### src/rtl/amux_arb_pkg.sv
// Shared types and helpers for the analog mux bus arbiter.
//   state_t  : per-bus channel state (IDLE / CONNECT / BREAK)
//   BUS_A/B  : bit positions of each bus in two-bit per-bus vectors
//   rr_pick  : round-robin search over a request vector of up to 32 bits
package amux_arb_pkg;

    typedef enum logic [1:0] {
        IDLE    = 2'd0,
        CONNECT = 2'd1,
        BREAK   = 2'd2
    } state_t;

    localparam int BUS_A = 0;
    localparam int BUS_B = 1;

    typedef struct packed {
        logic        valid;
        logic [31:0] idx;
    } pick_t;

    // First set bit of req at or after ptr, wrapping at n. ptr < n <= 32.
    function automatic pick_t rr_pick(input logic [31:0] req, input int ptr, input int n);
        pick_t r;
        int    idx;
        r = '0;
        for (int k = 0; k < 32; k++) begin
            idx = ptr + k;
            if (idx >= n) idx = idx - n;
            if ((k < n) && !r.valid && req[idx]) begin
                r.valid = 1'b1;
                r.idx   = 32'(idx);
            end
        end
        return r;
    endfunction

endpackage

### src/rtl/amux_bus_channel.sv
// One analog mux bus: round-robin owner selection, break-before-make gap,
// and (with AMUX_HOLD_TIMEOUT_EN defined) forced revoke after MAX_HOLD
// cycles of ownership while another requester is waiting.
// Ports:
//   clk, resetn : clock, asynchronous active-low reset
//   amux_en     : global enable; low releases the bus
//   elig        : requesters currently allowed onto this bus
//   grant       : combinational one-hot of the requester being granted this cycle
//   en          : registered switch enables, one-hot or zero
//   owner       : current owner index, valid while busy
//   busy        : channel is in CONNECT
//   preempt     : one-cycle pulse after a forced revoke (0 without the feature)
module amux_bus_channel
    import amux_arb_pkg::*;
#(
    parameter int N          = 8,
    parameter int BBM_CYCLES = 4,
    parameter int MAX_HOLD   = 1024
) (
    input  logic                 clk,
    input  logic                 resetn,
    input  logic                 amux_en,
    input  logic [N-1:0]         elig,
    output logic [N-1:0]         grant,
    output logic [N-1:0]         en,
    output logic [$clog2(N)-1:0] owner,
    output logic                 busy,
    output logic                 preempt
);

    localparam int            IW       = $clog2(N);
    localparam int            BW       = (BBM_CYCLES > 1) ? $clog2(BBM_CYCLES) : 1;
    localparam logic [BW-1:0] BBM_LOAD = BW'(BBM_CYCLES - 1);
    localparam logic [N-1:0]  ONE      = N'(1);

    state_t         state, state_nxt;
    logic [IW-1:0]  owner_nxt, ptr, ptr_nxt;
    logic [BW-1:0]  bbm, bbm_nxt;
    logic [N-1:0]   en_nxt;
    logic           busy_nxt;
    logic           revoke;
    pick_t          pick;

    assign pick  = rr_pick(32'(elig), int'(ptr), N);
    assign grant = (state == IDLE && amux_en && pick.valid) ? (ONE << IW'(pick.idx)) : '0;

`ifdef AMUX_HOLD_TIMEOUT_EN
    localparam int            HW       = (MAX_HOLD > 1) ? $clog2(MAX_HOLD) : 1;
    localparam logic [HW-1:0] HOLD_TOP = HW'(MAX_HOLD - 1);

    logic [HW-1:0] hold;
    logic          others;

    assign others = |(elig & ~(ONE << owner));
    // Only revoke an owner that would otherwise keep the bus.
    assign revoke = (state == CONNECT) && amux_en && elig[owner] && (hold == HOLD_TOP) && others;

    // Counter sits at 0 outside CONNECT, so it starts from 0 on every new grant.
    always_ff @(posedge clk or negedge resetn) begin
        if (!resetn) begin
            hold    <= '0;
            preempt <= 1'b0;
        end else begin
            preempt <= revoke;
            if (state != CONNECT)
                hold <= '0;
            else if (hold != HOLD_TOP)
                hold <= hold + 1'b1;
        end
    end
`else
    assign revoke  = 1'b0;
    assign preempt = 1'b0;
`endif

    // State and output registers
    always_ff @(posedge clk or negedge resetn) begin
        if (!resetn) begin
            state <= IDLE;
            owner <= '0;
            ptr   <= '0;
            bbm   <= '0;
            en    <= '0;
            busy  <= 1'b0;
        end else begin
            state <= state_nxt;
            owner <= owner_nxt;
            ptr   <= ptr_nxt;
            bbm   <= bbm_nxt;
            en    <= en_nxt;
            busy  <= busy_nxt;
        end
    end

    // Next-state logic
    always_comb begin
        state_nxt = state;
        owner_nxt = owner;
        ptr_nxt   = ptr;
        bbm_nxt   = bbm;
        case (state)
            IDLE: begin
                if (amux_en && pick.valid) begin
                    state_nxt = CONNECT;
                    owner_nxt = IW'(pick.idx);
                end
            end
            CONNECT: begin
                if (!amux_en || !elig[owner] || revoke) begin
                    state_nxt = BREAK;
                    bbm_nxt   = BBM_LOAD;
                    ptr_nxt   = (owner == IW'(N - 1)) ? '0 : owner + 1'b1;
                end
            end
            BREAK: begin
                if (bbm == '0)
                    state_nxt = IDLE;
                else
                    bbm_nxt = bbm - 1'b1;
            end
            default: state_nxt = IDLE;
        endcase
    end

    // Output logic: enables follow the next state so they are registered.
    always_comb begin
        busy_nxt = (state_nxt == CONNECT);
        en_nxt   = busy_nxt ? (ONE << owner_nxt) : '0;
    end

endmodule

### src/rtl/amux_bus_arbiter.sv
// Arbiter for the two pad-ring analog mux buses (AMUXBUS_A, AMUXBUS_B).
// Each bus has a round-robin, break-before-make channel; this level keeps a
// requester from ever being on both buses. Optional feature macro:
// AMUX_HOLD_TIMEOUT_EN (forced revoke after MAX_HOLD cycles under contention).
// Ports:
//   clk, resetn      : clock, asynchronous active-low reset
//   amux_en          : global enable; low releases both buses
//   req_a, req_b     : level requests per requester for each bus
//   en_a, en_b       : switch enables, one-hot or zero, never overlapping
//   owner_a, owner_b : owner index, valid while the matching busy is high
//   busy_a, busy_b   : bus is connected
//   preempt          : forced-revoke pulses, bit0 = A, bit1 = B
module amux_bus_arbiter
    import amux_arb_pkg::*;
#(
    parameter int N          = 8,
    parameter int BBM_CYCLES = 4,
    parameter int MAX_HOLD   = 1024
) (
    input  logic                 clk,
    input  logic                 resetn,
    input  logic                 amux_en,
    input  logic [N-1:0]         req_a,
    input  logic [N-1:0]         req_b,
    output logic [N-1:0]         en_a,
    output logic [N-1:0]         en_b,
    output logic [$clog2(N)-1:0] owner_a,
    output logic [$clog2(N)-1:0] owner_b,
    output logic                 busy_a,
    output logic                 busy_b,
    output logic [1:0]           preempt
);

    logic [N-1:0] elig_a, elig_b, grant_a, grant_b;
    logic         pre_a, pre_b;

    // A yields only to a requester already on B; B also yields to whoever
    // A is granting right now, which makes A win a simultaneous first grant.
    assign elig_a = req_a & ~en_b;
    assign elig_b = req_b & ~en_a & ~grant_a;

    amux_bus_channel #(.N(N), .BBM_CYCLES(BBM_CYCLES), .MAX_HOLD(MAX_HOLD)) u_chan_a (
        .clk     (clk),
        .resetn  (resetn),
        .amux_en (amux_en),
        .elig    (elig_a),
        .grant   (grant_a),
        .en      (en_a),
        .owner   (owner_a),
        .busy    (busy_a),
        .preempt (pre_a)
    );

    amux_bus_channel #(.N(N), .BBM_CYCLES(BBM_CYCLES), .MAX_HOLD(MAX_HOLD)) u_chan_b (
        .clk     (clk),
        .resetn  (resetn),
        .amux_en (amux_en),
        .elig    (elig_b),
        .grant   (grant_b),
        .en      (en_b),
        .owner   (owner_b),
        .busy    (busy_b),
        .preempt (pre_b)
    );

    // grant_b only matters inside channel B; fold it into nothing visible.
    logic unused_grant_b;
    assign unused_grant_b = ^grant_b;

    assign preempt[BUS_A] = pre_a;
    assign preempt[BUS_B] = pre_b;

endmodule

### config.mk
export PLATFORM = sky130hd
export DESIGN_NAME = amux_bus_arbiter
export DESIGN_NICKNAME = d
export VERILOG_FILES = /design/src/rtl/amux_arb_pkg.sv /design/src/rtl/amux_bus_channel.sv /design/src/rtl/amux_bus_arbiter.sv
export SDC_FILE = /design/constraint.sdc
export NUM_CORES = 1
export LEC_CHECK = 0
export ABC_CLOCK_PERIOD_IN_PS = 7100
export BUFFER_PORTS_ARGS = -buffer_cell sky130_fd_sc_hd__buf_2
export CAP_MARGIN = 10
export CORE_UTILIZATION = 52
export CTS_CLUSTER_SIZE = 14
export DETAILED_ROUTE_END_ITERATION = 7
export PLACE_DENSITY = 0.74
export RECOVER_POWER = 100
export SYNTH_ARGS = -nofsm -noshare
export SYNTH_HDL_FRONTEND = slang
export SYNTH_HIERARCHICAL = 1
export SYNTH_SLANG_ARGS = --single-unit
### constraint.sdc
create_clock -name clk -period 7.1 [get_ports clk]
set_input_delay 0.71 -clock clk [delete_from_list [all_inputs] [get_ports clk]]
set_output_delay 0.71 -clock clk [all_outputs]
set_load 0.005 [all_outputs]
==> flow_summary.json <==
{
  "syn_nets": 453,
  "drt_iter0_markers": 302,
  "grt_pass1_vias": 3349,
  "dieWidth_microns": 91.96,
  "synthCells": 412,
  "insertion_delay_ns": 0.29,
  "relSlewSlack_pct": -29.58,
  "finish.utilization_pct": 57.52,
  "final.period_utilization_pct": 90.78,
  "path_common_cell": "mux4_2",
  "io_buffers": 42,
  "initial_core_util_pct": 54.17,
  "grt_pass1_wl_mm": 16.24,
  "gp_congestion": 0.9190,
  "rsz0062_at_grt": "no",
  "htreeDepth": 2,
  "cts_tree": "built",
  "period_needed_ns": 6.445,
  "vias_per_cell": 6.403,
  "cts-root-buf": "clkbuf_8",
  "dpl.hpwl_mm": 7.493,
  "gr-total-overflow": 0,
  "setup_viol": 0,
  "drt-pass1-iter-count": 5,
  "clock_sinks": 38,
  "synthToLayoutAreaGrowth_pct": 6.185,
  "maxSlewViolCount": 39,
  "remaining_drc_errors": 0,
  "rows": 32,
  "setup_ws_ns": 0.6547,
  "worstReg2RegStart": "u_chan_a/ptr[1]",
  "clock_skew_ns": 0.009283,
  "cts-buffers-inserted": 5,
  "critical_path_arrival_ns": 6.61,
  "max_stage_delay_ns": 0.69,
  "yosysWarningCount": 6,
  "cts.clk_slew.worst_paths_ns": 0.07,
  "netlist_area_sq_um": 4208,
  "path_cells": "inv_1, ha_1, mux4_2, or3_4, a211oi_4, and2_0, o211ai_2, a32oi_4, or2_1, nor2_1, nor3b_2, mux2i_1, mux4_2, o211a_1, nand3_1, o311a_1, o21ai_0, mux2_1, nor3b_1",
  "required_ns": 7.26,
  "design.core.area_sq_um": 7767,
  "place_ws_ns": 0.9853,
  "grt_use_total_pct": 24.14,
  "status": "finished with violations",
  "avgSynthCellArea_sq_um": 10.21,
  "max_freq_ghz": 0.1552,
  "wl_per_cell_microns": 17.85,
  "antenna_found_initial": 0,
  "diodes": 0,
  "worst_pin_slew_ns": 1.944,
  "cp-start-kind": "flop",
  "finalHoldViolations": 0,
  "worstPathMaxFanout": 14,
  "tns_ns": 0,
  "die_area_sq_um": 8456,
  "ios": 45,
  "drive_gt1_share_pct": 26.08,
  "crit_start": "u_chan_a/ptr[1]",
  "cpMaxStageDelayCell": "dfrtp_1",
  "cts_buffer_depth": 2,
  "grt_max_degree": 39,
  "die_y_microns": 91.96,
  "min-delay-start": "u_chan_b/bbm[0]",
  "worstSetupPathType": "reg2reg",
  "violations": "max-capacitance violations, max-slew violations",
  "hold_class": "reg2reg",
  "vias": 3477,
  "cts_resized": 0,
  "antenna_left": 0,
  "nNetsFinal": 481,
  "holdBufCountCts": 0,
  "drv_cap": 1,
  "routed_wl_mm": 9.692,
  "post_cts_buffers": 0,
  "endpoint_kind": "flop"
}
-- placed cells by master (no fill, tap or decap), drive strengths merged, types with 4 or more instances in the layout --
cell,count
and3,7
or2,5
nor3,10
a21o,4
nand2,29
and2,8
nand2b,7
nor2,31
ha,22
o21ai,13
inv,24
nor2b,12
buf,33
a21oi,14
mux4,26
nand3,8
clkbuf,16
mux2i,16
nor3b,17
dfrtp,38
o211ai,5
mux2,16
-- worst max-delay path, delay by kind of cell, from the launching register on --
family / cells / cell delay (ns)
muxes: 4 / 1.75
adders and majority gates: 1 / 0.51
and+or+nand+nor: 7 / 1.82
AOI/OAI and AO/OA: 6 / 1.28
buffers and inverters: 1 / 0.28
DFF: 1 / 0.69
-- per-stage QoR --
step | hold slack, ns | cells | cell area, sq um
after floorplan | 0.4144 | 412 | 4208
after global placement | 0.4576 | 535 | 4390
after detailed placement | 0.4791 | 535 | 4390
after CTS | 0.4893 | 543 | 4533
after global routing | 0.5211 | 543 | 4468
final | 0.4791 | 543 | 4468
-- state kept, by name, indices dropped and copies added, names as in the netlist --
name and count:
u_chan_a/en 8, u_chan_b/en 8, u_chan_a/owner 3, u_chan_a/ptr 3, u_chan_b/owner 3, u_chan_b/ptr 3, u_chan_a/bbm 2, u_chan_a/state 2
u_chan_b/bbm 2, u_chan_b/state 2, u_chan_a/busy 1, u_chan_b/busy 1
-- worst paths after layout --
path / end / slack, ns / cells after the start
min: u_chan_b/bbm[0] / 0.48 / 1
max in group asynchronous: u_chan_a/state[1] / 5.02 / 1
min reg2reg: u_chan_b/bbm[0] / 0.48 / 1
min in group asynchronous: u_chan_b/bbm[0] / 0.96 / 1
max reg2reg: u_chan_b/en[7] / 0.65 / 19
max: u_chan_b/en[7] / 0.65 / 19
-- cell type report --
class | instances | area [sq um]
inverter | 25 | 96.34
tap | 102 | 127.6
fill | 711 | 3299
sequential | 38 | 950.9
multi-input combinational | 327 | 2945
timing repair buffer | 43 | 205.2
clock buffer | 6 | 82.58
clock inverter | 2 | 60.06
-- layer usage --
metal,routed length [microns],track usage (%),vias up
met5,0,0,-
met4,180,8.724,0
met3,655,3.980,18
met2,4650,39.18,158
met1,4206,32.50,1689
li1,-,-,1612
Power is not shown: default switching activity piles up to over one toggle a cycle in this logic, so the estimate is an artifact.
